===== src/rtl/dbginit_mon_pkg.sv =====
// Shared types and helpers for the multi-channel DBGINIT reset-value monitor.
package dbginit_mon_pkg;

    typedef enum logic [1:0] {
        ST_IDLE  = 2'd0,
        ST_INIT  = 2'd1,
        ST_COUNT = 2'd2,
        ST_DONE  = 2'd3
    } seq_state_e;

    localparam logic MODE_STRICT = 1'b0;
    localparam logic MODE_WINDOW = 1'b1;
    localparam int   POP_W       = 6;

    function automatic logic [POP_W-1:0] popcount32(input logic [31:0] vec);
        logic [POP_W-1:0] cnt;
        cnt = {POP_W{1'b0}};
        for (int i = 0; i < 32; i++) begin
            cnt = cnt + {{(POP_W-1){1'b0}}, vec[i]};
        end
        return cnt;
    endfunction

    // Adds inc to acc, clamping at max instead of wrapping.
    function automatic logic [31:0] sat_add32(input logic [31:0] acc,
                                             input logic [31:0] inc,
                                             input logic [31:0] max);
        logic [32:0] sum;
        sum = {1'b0, acc} + {1'b0, inc};
        if (sum > {1'b0, max}) begin
            return max;
        end else begin
            return sum[31:0];
        end
    endfunction

endpackage


===== src/rtl/dbginit_chan_chk.sv =====
// Per-channel checker: remembers the pre-dbginit match and any in-window match,
// and evaluates the channel verdict on the shared check strobe.
module dbginit_chan_chk
    import dbginit_mon_pkg::*;
#(
    parameter int W = 16
) (
    input  logic         clk,
    input  logic         rst,
    input  logic [W-1:0] actual_i,
    input  logic [W-1:0] expected_i,
    input  logic         chan_en_i,
    input  logic         mode_i,
    input  logic         latch_pre_i,
    input  logic         clr_seen_i,
    input  logic         count_active_i,
    input  logic         check_i,
    output logic         fail_o,
    output logic         unchanged_o
);

    logic match_s;
    logic pre_match_q;
    logic seen_match_q;

    assign match_s = (actual_i == expected_i);

    // Pre-dbginit match snapshot and sticky window match.
    always_ff @(posedge clk) begin
        if (rst) begin
            pre_match_q  <= 1'b0;
            seen_match_q <= 1'b0;
        end else begin
            if (latch_pre_i) begin
                pre_match_q <= match_s;
            end
            if (clr_seen_i) begin
                seen_match_q <= 1'b0;
            end else if (count_active_i && match_s) begin
                seen_match_q <= 1'b1;
            end
        end
    end

    // Verdict is only meaningful on the check cycle of an enabled channel.
    always_comb begin
        fail_o      = 1'b0;
        unchanged_o = 1'b0;
        if (check_i && chan_en_i) begin
            if (mode_i == MODE_WINDOW) begin
                fail_o = ~(seen_match_q | match_s);
            end else begin
                fail_o = ~match_s;
            end
            unchanged_o = pre_match_q & match_s;
        end else begin
            fail_o      = 1'b0;
            unchanged_o = 1'b0;
        end
    end

endmodule


===== src/rtl/dbginit_multi_mon.sv =====
// Multi-channel DBGINIT monitor: shared round sequencer, delay counter and
// aggregation of per-channel verdicts into sticky/saturating results.
module dbginit_multi_mon
    import dbginit_mon_pkg::*;
#(
    parameter int NCH   = 8,
    parameter int W     = 16,
    parameter int CNT_W = 11,
    parameter int ERR_W = 8,
    parameter int IDX_W = 5
) (
    input  logic             clk,
    input  logic             rst,
    input  logic             enable_i,
    input  logic             dbginit_i,
    input  logic             mode_i,
    input  logic [NCH-1:0]   chan_en_i,
    input  logic [CNT_W-1:0] cnt_val_i,
    input  logic [NCH*W-1:0] actual_i,
    input  logic [NCH*W-1:0] expected_i,
    output logic             done_o,
    output logic             pass_o,
    output logic [NCH-1:0]   fail_vec_o,
    output logic [NCH-1:0]   unchanged_vec_o,
    output logic             fail_pulse_o,
    output logic             first_fail_valid_o,
    output logic [IDX_W-1:0] first_fail_idx_o,
    output logic [ERR_W-1:0] err_cnt_o
);

    localparam logic [31:0] ERR_MAX32 = 32'((64'd1 << ERR_W) - 64'd1);

    seq_state_e       state_q, state_d;
    logic [CNT_W-1:0] cntr_q, cntr_d;
    logic             latch_pre_s, clr_seen_s, count_active_s, check_s, leave_done_s;
    logic [NCH-1:0]   fail_s, unch_s;
    logic [IDX_W-1:0] low_idx_s;
    logic [ERR_W-1:0] err_next_s;

    logic             done_q, pass_q, fail_pulse_q, ffv_q;
    logic [NCH-1:0]   fail_vec_q, unch_q;
    logic [IDX_W-1:0] ffi_q;
    logic [ERR_W-1:0] err_q;

    for (genvar g = 0; g < NCH; g++) begin : g_chan
        dbginit_chan_chk #(.W(W)) u_chk (
            .clk            (clk),
            .rst            (rst),
            .actual_i       (actual_i[g*W +: W]),
            .expected_i     (expected_i[g*W +: W]),
            .chan_en_i      (chan_en_i[g]),
            .mode_i         (mode_i),
            .latch_pre_i    (latch_pre_s),
            .clr_seen_i     (clr_seen_s),
            .count_active_i (count_active_s),
            .check_i        (check_s),
            .fail_o         (fail_s[g]),
            .unchanged_o    (unch_s[g])
        );
    end

    // Sequencer state and delay counter.
    always_ff @(posedge clk) begin
        if (rst) begin
            state_q <= ST_IDLE;
            cntr_q  <= {CNT_W{1'b0}};
        end else begin
            state_q <= state_d;
            cntr_q  <= cntr_d;
        end
    end

    // Next-state: disabling the monitor always parks it in IDLE.
    always_comb begin
        state_d = state_q;
        cntr_d  = cntr_q;
        if (!enable_i) begin
            state_d = ST_IDLE;
            cntr_d  = {CNT_W{1'b0}};
        end else begin
            case (state_q)
                ST_IDLE:  state_d = dbginit_i ? ST_INIT : ST_IDLE;
                ST_INIT: begin
                    if (!dbginit_i) begin
                        state_d = ST_COUNT;
                        cntr_d  = {CNT_W{1'b0}};
                    end else begin
                        state_d = ST_INIT;
                    end
                end
                ST_COUNT: begin
                    if (dbginit_i) begin
                        state_d = ST_INIT;
                    end else if (cntr_q == cnt_val_i) begin
                        state_d = ST_DONE;
                    end else begin
                        cntr_d = cntr_q + CNT_W'(1);
                    end
                end
                ST_DONE:  state_d = dbginit_i ? ST_INIT : ST_DONE;
                default:  state_d = ST_IDLE;
            endcase
        end
    end

    // Shared strobes to the channel checkers and result logic.
    always_comb begin
        latch_pre_s    = 1'b0;
        clr_seen_s     = 1'b0;
        count_active_s = 1'b0;
        check_s        = 1'b0;
        leave_done_s   = 1'b0;
        case (state_q)
            ST_IDLE:  latch_pre_s = enable_i & dbginit_i;
            ST_INIT:  clr_seen_s  = enable_i & ~dbginit_i;
            ST_COUNT: begin
                count_active_s = 1'b1;
                latch_pre_s    = enable_i & dbginit_i;
                check_s        = enable_i & ~dbginit_i & (cntr_q == cnt_val_i);
            end
            ST_DONE: begin
                latch_pre_s  = enable_i & dbginit_i;
                leave_done_s = enable_i & dbginit_i;
            end
            default:  latch_pre_s = 1'b0;
        endcase
    end

    // Lowest failing channel of the current check.
    always_comb begin
        low_idx_s = {IDX_W{1'b0}};
        for (int i = NCH - 1; i >= 0; i--) begin
            low_idx_s = fail_s[i] ? IDX_W'(i) : low_idx_s;
        end
    end

    assign err_next_s = ERR_W'(sat_add32(32'(err_q), 32'(popcount32(32'(fail_s))), ERR_MAX32));

    // Round results; first-fail capture is only armed until the first failure.
    always_ff @(posedge clk) begin
        if (rst) begin
            done_q       <= 1'b0;
            pass_q       <= 1'b0;
            fail_vec_q   <= {NCH{1'b0}};
            unch_q       <= {NCH{1'b0}};
            fail_pulse_q <= 1'b0;
            ffv_q        <= 1'b0;
            ffi_q        <= {IDX_W{1'b0}};
            err_q        <= {ERR_W{1'b0}};
        end else begin
            fail_pulse_q <= 1'b0;
            if (check_s) begin
                done_q       <= 1'b1;
                pass_q       <= ~|fail_s;
                fail_vec_q   <= fail_s;
                unch_q       <= unch_s;
                fail_pulse_q <= |fail_s;
                err_q        <= err_next_s;
                if (!ffv_q && (|fail_s)) begin
                    ffv_q <= 1'b1;
                    ffi_q <= low_idx_s;
                end
            end else if (leave_done_s) begin
                done_q     <= 1'b0;
                pass_q     <= 1'b0;
                fail_vec_q <= {NCH{1'b0}};
            end
        end
    end

    assign done_o             = done_q;
    assign pass_o             = pass_q;
    assign fail_vec_o         = fail_vec_q;
    assign unchanged_vec_o    = unch_q;
    assign fail_pulse_o       = fail_pulse_q;
    assign first_fail_valid_o = ffv_q;
    assign first_fail_idx_o   = ffi_q;
    assign err_cnt_o          = err_q;

endmodule

===== config.mk =====
export PLATFORM = sky130hd
export DESIGN_NAME = dbginit_multi_mon
export DESIGN_NICKNAME = d
export VERILOG_FILES = /design/src/rtl/dbginit_mon_pkg.sv /design/src/rtl/dbginit_chan_chk.sv /design/src/rtl/dbginit_multi_mon.sv
export SDC_FILE = /design/constraint.sdc
export NUM_CORES = 1
export LEC_CHECK = 0
export BUFFER_PORTS_ARGS = -buffer_cell sky130_fd_sc_hd__buf_2
export CAP_MARGIN = 20
export CORE_AREA = 2 2 121 123
export CTS_BUF_LIST = sky130_fd_sc_hd__clkbuf_4
export DETAILED_ROUTE_END_ITERATION = 8
export DIE_AREA = 0 0 123 125
export MAX_ROUTING_LAYER = met4
export PLACE_DENSITY_LB_ADDON = 0.12
export REMOVE_ABC_BUFFERS = 1
export SLEW_MARGIN = 20
export SYNTH_ARGS = -nofsm -noshare
export SYNTH_HDL_FRONTEND = slang
export SYNTH_SLANG_ARGS = --single-unit

===== constraint.sdc =====
create_clock -name clk -period 12.2 [get_ports clk]
set_input_delay 2.44 -clock clk [delete_from_list [all_inputs] [get_ports clk]]
set_output_delay 2.44 -clock clk [all_outputs]
set_load 0.01 [all_outputs]

==> summary.txt, run 1 <==
Clocking
  • CTS Buf Count: 9
  • H-tree lvl count: 3
  • TritonCTS clock tree: done
  • Buffer depth of the longest clock path: 2
  • Post_cts resized: 0
  • Clk sink count: 60
  • Clk_lat worst skew: approximately 0.42 ns
  • Clock transition at path regs: 0.10 ns
  • Post-CTS Setup Bufs: 0
  • Clock root buffer master: clkbuf_4
  • Post-cts hold buffer count: 0

Global routing
  • Number of global-route vias before repair: 5044
  • Total GRT Usage: 0.205
  • Initial antenna violation count: 0
  • Grt total ovfl: 0
  • Global-route wire length before repair: 23800 um
  • Largest net degree at the start of global routing: 41

Layout
  • Fillers: 1482
  • Area Growth Syn to Fin: 43.3%
  • Nets: 1129
  • Multi-input logic area: 0.00307 mm2
  • Post-Layout Cell Count: 1026
  • Most common cell after layout, fill and taps aside: buf_2
  • Share of post-route cells with drive strength above 1: 0.394
  • FF+latch area: 0.00120 mm2
  • Ant. Diodes: 0
  • Most frequent cells in the layout: 310 x buf_2, 76 x xnor2_1, 74 x xor2_1

Place
  • Gpl congestion: 0.842
  • # port buffers: 310
  • Post-Place Cells: 1010
  • HPWL after DPL: ~13000 um

Drt
  • Vias: 4944
  • Detail Route Antenna Nets: 0
  • DR vias/cell: 4.82
  • WL/cell: 15.5 um
  • Starting DRT DRC Count: 158
  • DRC Markers: 0
  • WL final: 15900 um
  • 1st-pass router iterations: 5

Pwr
  • Net Sw Power: between 0.1 and 0.15 mW
  • Clock Power Share: 0.346
  • Leakage: 2.85 nW
  • Peak supply drop: 0.0491 mV
  • PD cells: roughly 73 mW/mm2
  • Sw Ratio: 0.263
  • P_int: ~0.34 mW
  • Combinational Power Share: 0.227
  • Reg power frac: 0.427

Floorplanning
  • Die height: roughly 130 um
  • Die Footprint: 0.0154 mm2
  • Die width: 123 um
  • Row count: 44
  • I/O pin count: 313
  • Initial core utilization: 0.309
  • Core region area: 0.0142 mm2

STA
  • RSZ-0062 raised after global routing: false
  • Final Critical Period: between 7 and 8 ns
  • Fmax: 138 MHz
  • Slew headroom: 0.299
  • Setup TNS Final: 0 ns
  • Worst-margin pin slew: 1.05 ns
  • Clock Skews: 0.0159 ns
  • Slew Limit Fails: 0
  • Final hold slack: 0.456 ns
  • Setup violations, final: 0
  • Final Cycle Share: 0.593
  • Final hold vios: 0

Hold path
  • Hold Crit Start: fail_vec_o[1]
  • Hold path cells: 2
  • Hold path endpoint: fail_vec_o[1]
  • Worst hold path type: flop to flop

Synth
  • Synth unique cells: 53
  • Synth Register Bits: 60
  • Synth Warn #: 0
  • Sequential share of the synthesized area: 0.274
  • Syn Area/Cell: 8.33 um2
  • Main flop type after synthesis: dfxtp_1
  • Post-synth EDFFs: 0
  • Fraction of registers with async set/reset: 0
  • Post-Synthesis Cells: 527
  • Netlist Area Pre-Place: 0.00439 mm2

Worst setup path
  • Critical R2R Capture: err_cnt_o[4]
  • R2R setup slack: 6.69 ns
  • Crit-path max FO: 6
  • CP Capture Type: flop
  • Startpoint types: primary input
  • CP Launch Point: cnt_val_i[4]
  • Critical Path RT: 12.54 ns
  • Worst R2R Path Depth: 17
  • Arrival time at the worst endpoint: 7.57 ns
  • R2R Path Start: cntr_q[6]
  • CP Class: primary input to flop

Run
  • Max-cap violation count: 0

Outcome
  • Status: finished clean
[sequential cells by signal, indices dropped and copies added, names as in the netlist]
signal                     count
cntr_q                        11
err_cnt_o                      8
fail_vec_o                     8
g_chan.u_chk.pre_match_q       8
g_chan.u_chk.seen_match_q      8
unchanged_vec_o                8
first_fail_idx_o               3
state_q                        2
done_o                         1
fail_pulse_o                   1
first_fail_valid_o             1
pass_o                         1
[through the flow]
step / instance area, um2 / power [mW] / util / worst slack [ns]
after global routing: 6290 / 0.485 / 0.443 / 4.62
after global placement: 6140 / 0.303 / 0.432 / 4.72
after floorplan: 4320 / 0.243 / - / 5.21
final: 6290 / 0.460 / 0.443 / 4.96
after detailed placement: 6140 / 0.306 / 0.432 / 4.57
after CTS: 6290 / 0.468 / 0.443 / 4.99
[power groups by stage]
| stage | registers (mW) | clock network, mW | logic (mW) |
|---|---|---|---|
| after floorplan | 0.201 | 0 | 0.0426 |
| after global placement | 0.201 | 0 | 0.103 |
| after detailed placement | 0.201 | 0 | 0.105 |
| after CTS | 0.196 | 0.166 | 0.106 |
| after global routing | 0.196 | 0.174 | 0.115 |
| final | 0.196 | 0.159 | 0.104 |
[layout make-up]
| cell class | count | share of cell area |
|---|---|---|
| inverters | 13 | 0.00776 |
| clock buffers | 10 | 0.0119 |
| clock inverters | 6 | 0.0125 |
| well taps | 184 | 0.0366 |
| multi-input cells | 439 | 0.489 |
| repair buffers | 314 | 0.251 |
| flip-flops and latches | 60 | 0.191 |
[cell families after synthesis]
kind of cell,share of synthesized area
mux,0.00912
other cells,0.000854
simple gates,0.247
fa+ha+maj,0.0427
buf+inv,0.0271
xor+xnor,0.299
compound gates,0.100
flops,0.274
[per-layer routing]
metal	GRT usage	vias up	part of all wire
met5	-	-	0
li1	-	2479	-
met4	0.0628	0	0.020
met2	0.390	202	0.53
met1	0.207	2233	0.37
met3	0.0406	30	0.078
[worst max-delay path, stage by stage]
cell	delay, ns
buf_2	0.10
xnor2_1	0.18
nand4_1	0.29
or4_1	0.61
nand2b_1	0.21
fa_1	0.51
inv_1	0.05
fa_1	0.50
inv_1	0.05
fa_1	0.46
fa_1	0.43
fa_1	0.42
nor2b_1	0.11
o21ai_0	0.10
a21boi_0	0.39
nand4_1	0.31
and4_1	0.29
nor3_1	0.13
[worst max path at each step]
stage / end / slack, ns / depth (start not counted)
2_1_floorplan: err_cnt_o[4] / 5.21 / 17
3_3_place_gp: err_cnt_o[4] / 4.72 / 18
3_5_place_dp: err_cnt_o[4] / 4.57 / 18
4_1_cts: err_cnt_o[4] / 4.99 / 18
5_1_grt: err_cnt_o[4] / 4.62 / 18
6_report: err_cnt_o[4] / 4.96 / 18
[cell usage after synthesis, types with 2 or more instances]
| library cell | n | share of area |
|---|---|---|
| a311oi_1 | 4 | 0.0080 |
| a21boi_0 | 5 | 0.0086 |
| buf_4 | 2 | 0.0034 |
| o21ai_0 | 3 | 0.0034 |
| nor3_1 | 9 | 0.010 |
| nor2b_1 | 3 | 0.0043 |
| nand4_1 | 38 | 0.054 |
| nand3_1 | 16 | 0.018 |
| xor2_1 | 74 | 0.15 |
| nand2b_1 | 6 | 0.0086 |
| and4_1 | 9 | 0.018 |
| nor4_1 | 21 | 0.030 |
| o21ai_1 | 8 | 0.0091 |
| mux2i_1 | 4 | 0.0091 |
| fa_1 | 5 | 0.023 |
| o21a_1 | 2 | 0.0034 |
| inv_1 | 13 | 0.011 |
| and3_1 | 8 | 0.011 |
| dfxtp_1 | 60 | 0.27 |
| or4_1 | 3 | 0.0051 |
| a211oi_1 | 2 | 0.0034 |
| xnor2_1 | 76 | 0.15 |
| clkbuf_1 | 11 | 0.0094 |
| buf_2 | 2 | 0.0023 |
| ha_1 | 7 | 0.020 |
| o32ai_1 | 3 | 0.0060 |
| and2_1 | 2 | 0.0028 |
| nor2_1 | 46 | 0.039 |
| nand2_1 | 31 | 0.027 |
| a21oi_1 | 31 | 0.035 |
No activity file was read; power rests on OpenSTA's default activity.
==> inputs of run 2 (changes only) <==
Clock period 12.2 ns to 6.9 ns, I/O delays scaled along.
==> summary.txt, run 2 (same netlist as run 1, synthesis figures left out) <==
Floorplanning
  • Die Footprint: 0.0154 mm2 (unchanged)
  • I/O pin count: 313 (unchanged)
  • Die height: 125 um (unchanged)
  • Initial core utilization: 0.309 (unchanged)
  • Row count: 44 (unchanged)
  • Core region area: 0.0142 mm2 (unchanged)
  • Die width: 123 um (unchanged)

Place
  • HPWL after DPL: 13300 um (was 13400 um)
  • DP Worst Slack: 0.381 ns (was 4.57 ns)
  • DP Area: 0.00614 mm2 (unchanged)
  • # port buffers: 310 (unchanged)
  • Gpl congestion: 0.842 (about the same)

Pwr
  • Combinational Power Share: 0.219 (was 0.227)
  • PD cells: 134 mW/mm2 (was 73.1 mW/mm2)
  • P_int: 0.630 mW (was 0.339 mW)
  • Leakage: 2.85 nW (about the same)
  • Peak supply drop: 0.108 mV (was 0.0491 mV)
  • Sw Ratio: 0.253 (was 0.263)
  • Net Sw Power: 0.213 mW (was 0.121 mW)
  • Clock Power Share: 0.370 (was 0.346)
  • Reg power frac: 0.411 (was 0.427)

STA
  • Clock Skews: 0.0162 ns (was 0.0159 ns)
  • Slew headroom: 0.317 (was 0.299)
  • RSZ-0062 raised after global routing: false (unchanged)
  • Worst-margin pin slew: 1.02 ns (was 1.05 ns)
  • Setup TNS Final: 0 ns (unchanged)
  • Setup violations, final: 0 (unchanged)
  • PnR worst setup slack: 0.723 ns (was 4.96 ns)
  • Final Critical Period: 6.18 ns
  • Slew Limit Fails: 0 (unchanged)
  • Fmax: 162 MHz
  • Final Cycle Share: 0.895
  • Final hold vios: 0 (unchanged)

Clocking
  • Clk_lat worst skew: 0.41 ns (was 0.42 ns)
  • TritonCTS clock tree: done (unchanged)
  • H-tree lvl count: 3 (unchanged)
  • Clk sink count: 60 (unchanged)
  • CTS Buf Count: 9 (unchanged)
  • Buffer depth of the longest clock path: 2 (unchanged)
  • Clock transition at path regs: 0.11 ns (was 0.10 ns)
  • Post-CTS Setup Bufs: 0 (unchanged)
  • Post_cts resized: 0 (unchanged)
  • Post-cts hold buffer count: 0 (unchanged)
  • Clock root buffer master: clkbuf_4 (unchanged)

Layout
  • Max reg flops: 11 (unchanged)
  • Final instance area: 0.00631 mm2 (was 0.00629 mm2)
  • Top reg by flops: cntr_q (unchanged)
  • Area Growth Syn to Fin: 43.7% (was 43.3%)
  • Most frequent cells in the layout: 310 x buf_2, 76 x xnor2_1, 74 x xor2_1 (unchanged)
  • Share of post-route cells with drive strength above 1: 0.394 (about the same)
  • Most common cell after layout, fill and taps aside: buf_2 (unchanged)
  • Ant. Diodes: 0 (unchanged)
  • Nets: 1129 (unchanged)

Drt
  • DRC Markers: 0 (unchanged)
  • WL final: 15700 um (was 15900 um)
  • 1st-pass router iterations: 4 (was 5)
  • DR vias/cell: 4.84 (was 4.82)
  • Starting DRT DRC Count: 226 (was 158)
  • Vias: 4963 (was 4944)
  • WL/cell: 15.3 um (was 15.5 um)
  • Detail Route Antenna Nets: 0 (unchanged)

Worst setup path
  • Startpoint types: primary input (unchanged)
  • Critical Path RT: 7.23 ns (was 12.54 ns)
  • CP Class: primary input to flop (unchanged)
  • Most used cell, CP: fa_1 (unchanged)
  • Crit-path max FO: 6 (unchanged)
  • CP Capture Type: flop (unchanged)
  • CP max stage cell: or4_1 (unchanged)
  • Critical-path cell list: buf_2 > xnor2_1 > nand4_1 > or4_1 > nand2b_1 > fa_1 > inv_1 > fa_1 > inv_1 > fa_1 > fa_1 > fa_1 > nor2b_1 > o21ai_0 > a21boi_0 > nand4_1 > and4_1 > nor3_1 (unchanged)
  • Max stage delay on crit path: 0.61 ns (about the same)
  • Arrival time at the worst endpoint: 6.51 ns (was 7.57 ns)

Global routing
  • Largest net degree at the start of global routing: 41 (unchanged)
  • Grt total ovfl: 0 (unchanged)
  • Global-route wire length before repair: 23700 um (was 23800 um)
  • Number of global-route vias before repair: 5099 (was 5044)
  • Total GRT Usage: 0.202 (was 0.205)
  • Initial antenna violation count: 0 (unchanged)

Outcome
  • Status: finished clean (unchanged)

Hold path
  • Worst hold path type: flop to flop (unchanged)

Run
  • Max-cap violation count: 0 (unchanged)
-- run 2: area by class of cell --
type	instances	area, um2
clock inverter	6	104
tap	184	230
sequential	60	1200
inverter	13	48.8
clock buffer	9	67.6
timing repair buffer	314	1580
fill	1474	7900
multi-input combinational	439	3070
-- run 2: worst paths after layout --
kind,from,endpoint,slack [ns],cells after the start
setup / recovery,cnt_val_i[4],err_cnt_o[4],0.72,18
hold / removal,fail_vec_o[1],fail_vec_o[1],0.45,2
setup reg to reg,cntr_q[6],err_cnt_o[4],1.40,17
hold reg to reg,fail_vec_o[1],fail_vec_o[1],0.45,2
-- run 2: power groups by stage --
stage               Combinational (mW)  Clock, mW  Sequential [mW]
floorplan                       0.0754          0            0.355
global placement                 0.182          0            0.355
detailed placement               0.186          0            0.355
CTS                              0.187      0.323            0.347
global route                     0.205      0.334            0.347
finish                           0.185      0.312            0.347
-- run 2: metal layers --
| layer | track usage | vias up | share of wire |
|---|---|---|---|
| met4 | 0.0635 | 0 | 0.020 |
| met2 | 0.383 | 205 | 0.53 |
| met3 | 0.0379 | 30 | 0.075 |
| li1 | - | 2487 | - |
| met5 | - | - | 0 |
| met1 | 0.205 | 2241 | 0.38 |
-- run 2: worst max-delay path: cells and delay by family --
kind | cells | cell delay [ns]
XOR/XNOR | 1 | 0.18
adder cells (fa/ha/maj) | 5 | 2.33
AO/OA/AOI/OAI | 2 | 0.48
AND/OR/NAND/NOR | 7 | 1.95
buffers and inverters | 3 | 0.20
-- run 2: per-stage QoR --
step / hold slack (ns) / util / power, mW / std cells
detailed placement: 0.444 / 0.432 / 0.541 / 1010
global placement: 0.441 / 0.432 / 0.536 / 1010
global route: 0.479 / 0.444 / 0.885 / 1025
floorplan: 0.432 / - / 0.430 / 512
finish: 0.454 / 0.444 / 0.844 / 1025
CTS: 0.460 / 0.444 / 0.857 / 1025
==> inputs of run 3 (changes only) <==
Settings changed: CELL_PAD_IN_SITES_DETAIL_PLACEMENT set to 0, CELL_PAD_IN_SITES_GLOBAL_PLACEMENT set to 2, CORE_AREA 2 2 121 123 to not set, CORE_ASPECT_RATIO set to 0.7, CORE_MARGIN set to 2, CORE_UTILIZATION set to 22, DIE_AREA 0 0 123 125 to not set.
==> summary.txt, run 3 (same netlist as run 1, synthesis figures left out) <==
Pwr
  • Overall power: 0.737 mW (was 0.844 mW)
  • Leakage: 2.83 nW (was 2.85 nW)
  • PD cells: 116 mW/mm2 (was 134 mW/mm2)
  • Peak supply drop: 0.0507 mV (was 0.108 mV)

Outcome
  • Status: finished clean (unchanged)

STA
  • Setup TNS Final: 0 ns (unchanged)
  • Clock Skews: 0.0127 ns (was 0.0162 ns)
  • Setup violations, final: 0 (unchanged)
  • Slew Limit Fails: 0 (unchanged)
  • RSZ-0062 raised after global routing: false (unchanged)
  • Final hold vios: 0 (unchanged)
  • Final Critical Period: 6.14 ns (was 6.18 ns)
  • Final Cycle Share: 0.889 (was 0.895)
  • Slew headroom: 0.272 (was 0.317)
  • Fmax: 163 MHz (was 162 MHz)
  • PnR worst setup slack: 0.765 ns (was 0.723 ns)
  • Worst-margin pin slew: 1.09 ns (was 1.02 ns)

Global routing
  • Grt total ovfl: 0 (unchanged)
  • Total GRT Usage: 0.155 (was 0.202)
  • Global-route wire length before repair: 25100 um (was 23700 um)
  • Initial antenna violation count: 0 (unchanged)
  • Number of global-route vias before repair: 4989 (was 5099)
  • Largest net degree at the start of global routing: 41 (unchanged)

Clocking
  • Clock transition at path regs: 0.10 ns (was 0.11 ns)
  • Post-cts hold buffer count: 0 (unchanged)
  • TritonCTS clock tree: done (unchanged)
  • Buffer depth of the longest clock path: 2 (unchanged)
  • Post_cts resized: 0 (unchanged)
  • Post-CTS Setup Bufs: 0 (unchanged)
  • CTS Buf Count: 9 (unchanged)
  • Clk_lat worst skew: 0.42 ns (was 0.41 ns)
  • Clk sink count: 60 (unchanged)
  • H-tree lvl count: 3 (unchanged)
  • Clock root buffer master: clkbuf_4 (unchanged)

Floorplanning
  • Row count: 43 (was 44)
  • Die height: 122 um (was 125 um)
  • Core region area: 0.0197 mm2 (was 0.0142 mm2)
  • I/O pin count: 313 (unchanged)
  • Die width: 173 um (was 123 um)
  • Die Footprint: 0.0211 mm2 (was 0.0154 mm2)
  • Initial core utilization: 0.223 (was 0.309)

Worst setup path
  • Crit-path max FO: 6 (unchanged)
  • Critical Path RT: 7.23 ns (about the same)
  • CP Class: primary input to flop (unchanged)
  • R2R setup slack: 1.41 ns (was 1.40 ns)
  • Startpoint types: primary input (unchanged)
  • CP Capture Type: flop (unchanged)
  • Arrival time at the worst endpoint: 6.47 ns (was 6.51 ns)

Place
  • # port buffers: 310 (unchanged)
  • DP Worst Slack: 0.286 ns (was 0.381 ns)
  • Gpl congestion: 0.839 (was 0.842)
  • HPWL after DPL: 13700 um (was 13300 um)
  • DP Area: 0.00625 mm2 (was 0.00614 mm2)
  • Post-Place Cells: 1097 (was 1010)

Layout
  • Share of post-route cells with drive strength above 1: 0.393 (was 0.394)
  • Ant. Diodes: 0 (unchanged)
  • Post-Layout Cell Count: 1112 (was 1025)
  • Most frequent cells in the layout: 310 x buf_2, 76 x xnor2_1, 74 x xor2_1 (unchanged)
  • Nets: 1130 (was 1129)
  • Area Growth Syn to Fin: 44.7% (was 43.7%)
  • Most common cell after layout, fill and taps aside: buf_2 (unchanged)
  • Top reg by flops: cntr_q (unchanged)
  • Max reg flops: 11 (unchanged)
  • Final instance area: 0.00635 mm2 (was 0.00631 mm2)

Drt
  • 1st-pass router iterations: 4 (unchanged)
  • Starting DRT DRC Count: 218 (was 226)
  • WL final: 16100 um (was 15700 um)
  • DR vias/cell: 4.37 (was 4.84)
  • DRC Markers: 0 (unchanged)
  • Detail Route Antenna Nets: 0 (unchanged)
  • Vias: 4855 (was 4963)
  • WL/cell: 14.5 um (was 15.3 um)

Hold path
  • Worst hold path type: flop to flop (unchanged)

Run
  • Max-cap violation count: 0 (unchanged)
-- run 3: power breakdown --
group / switching (mW) / internal [mW]
combinational: 0.0793 / 0.104
sequential: 0.000422 / 0.346
clock: 0.129 / 0.0769
-- run 3: area by class of cell --
class,instances,area [um2]
Fill cell,2136,13300
Multi-Input combinational cell,439,3070
Timing Repair Buffer,315,1590
Sequential cell,60,1200
Tap cell,270,338
Clock buffer,11,82.6
Inverter,13,48.8
Clock inverter,4,17.5
-- run 3: worst max-delay path, cell delays in order --
cell and delay, ns:
buf_2 0.10, xnor2_1 0.18, nand4_1 0.26, or4_1 0.60, nand2b_1 0.20, fa_1 0.52, inv_1 0.05, fa_1 0.49
inv_1 0.05, fa_1 0.45, fa_1 0.42, fa_1 0.42, nor2b_1 0.11, o21ai_0 0.09, a21boi_0 0.40, nand4_1 0.32
and4_1 0.30, nor3_1 0.11
-- run 3: layer usage --
layer  vias to the layer above  global-route usage  share of wire
met5                         -                   -              0
met4                         0              0.0307          0.010
met3                        12              0.0362          0.064
met2                       190               0.266           0.48
met1                      2165               0.189           0.45
li1                       2488                   -              -
-- run 3: through the flow --
step / utilization / hold WS [ns]
after floorplan: - / 0.432
after global placement: 0.317 / 0.434
final: 0.323 / 0.457
after detailed placement: 0.317 / 0.441
after global routing: 0.323 / 0.473
after CTS: 0.323 / 0.454
-- run 3: final timing paths --
| path | cells past startpoint | start | end |
|---|---|---|---|
| setup / recovery | 18 | cnt_val_i[4] | err_cnt_o[4] |
| hold / removal | 2 | fail_vec_o[6] | fail_vec_o[6] |
| setup reg to reg | 17 | cntr_q[6] | err_cnt_o[4] |
| hold reg to reg | 2 | fail_vec_o[6] | fail_vec_o[6] |
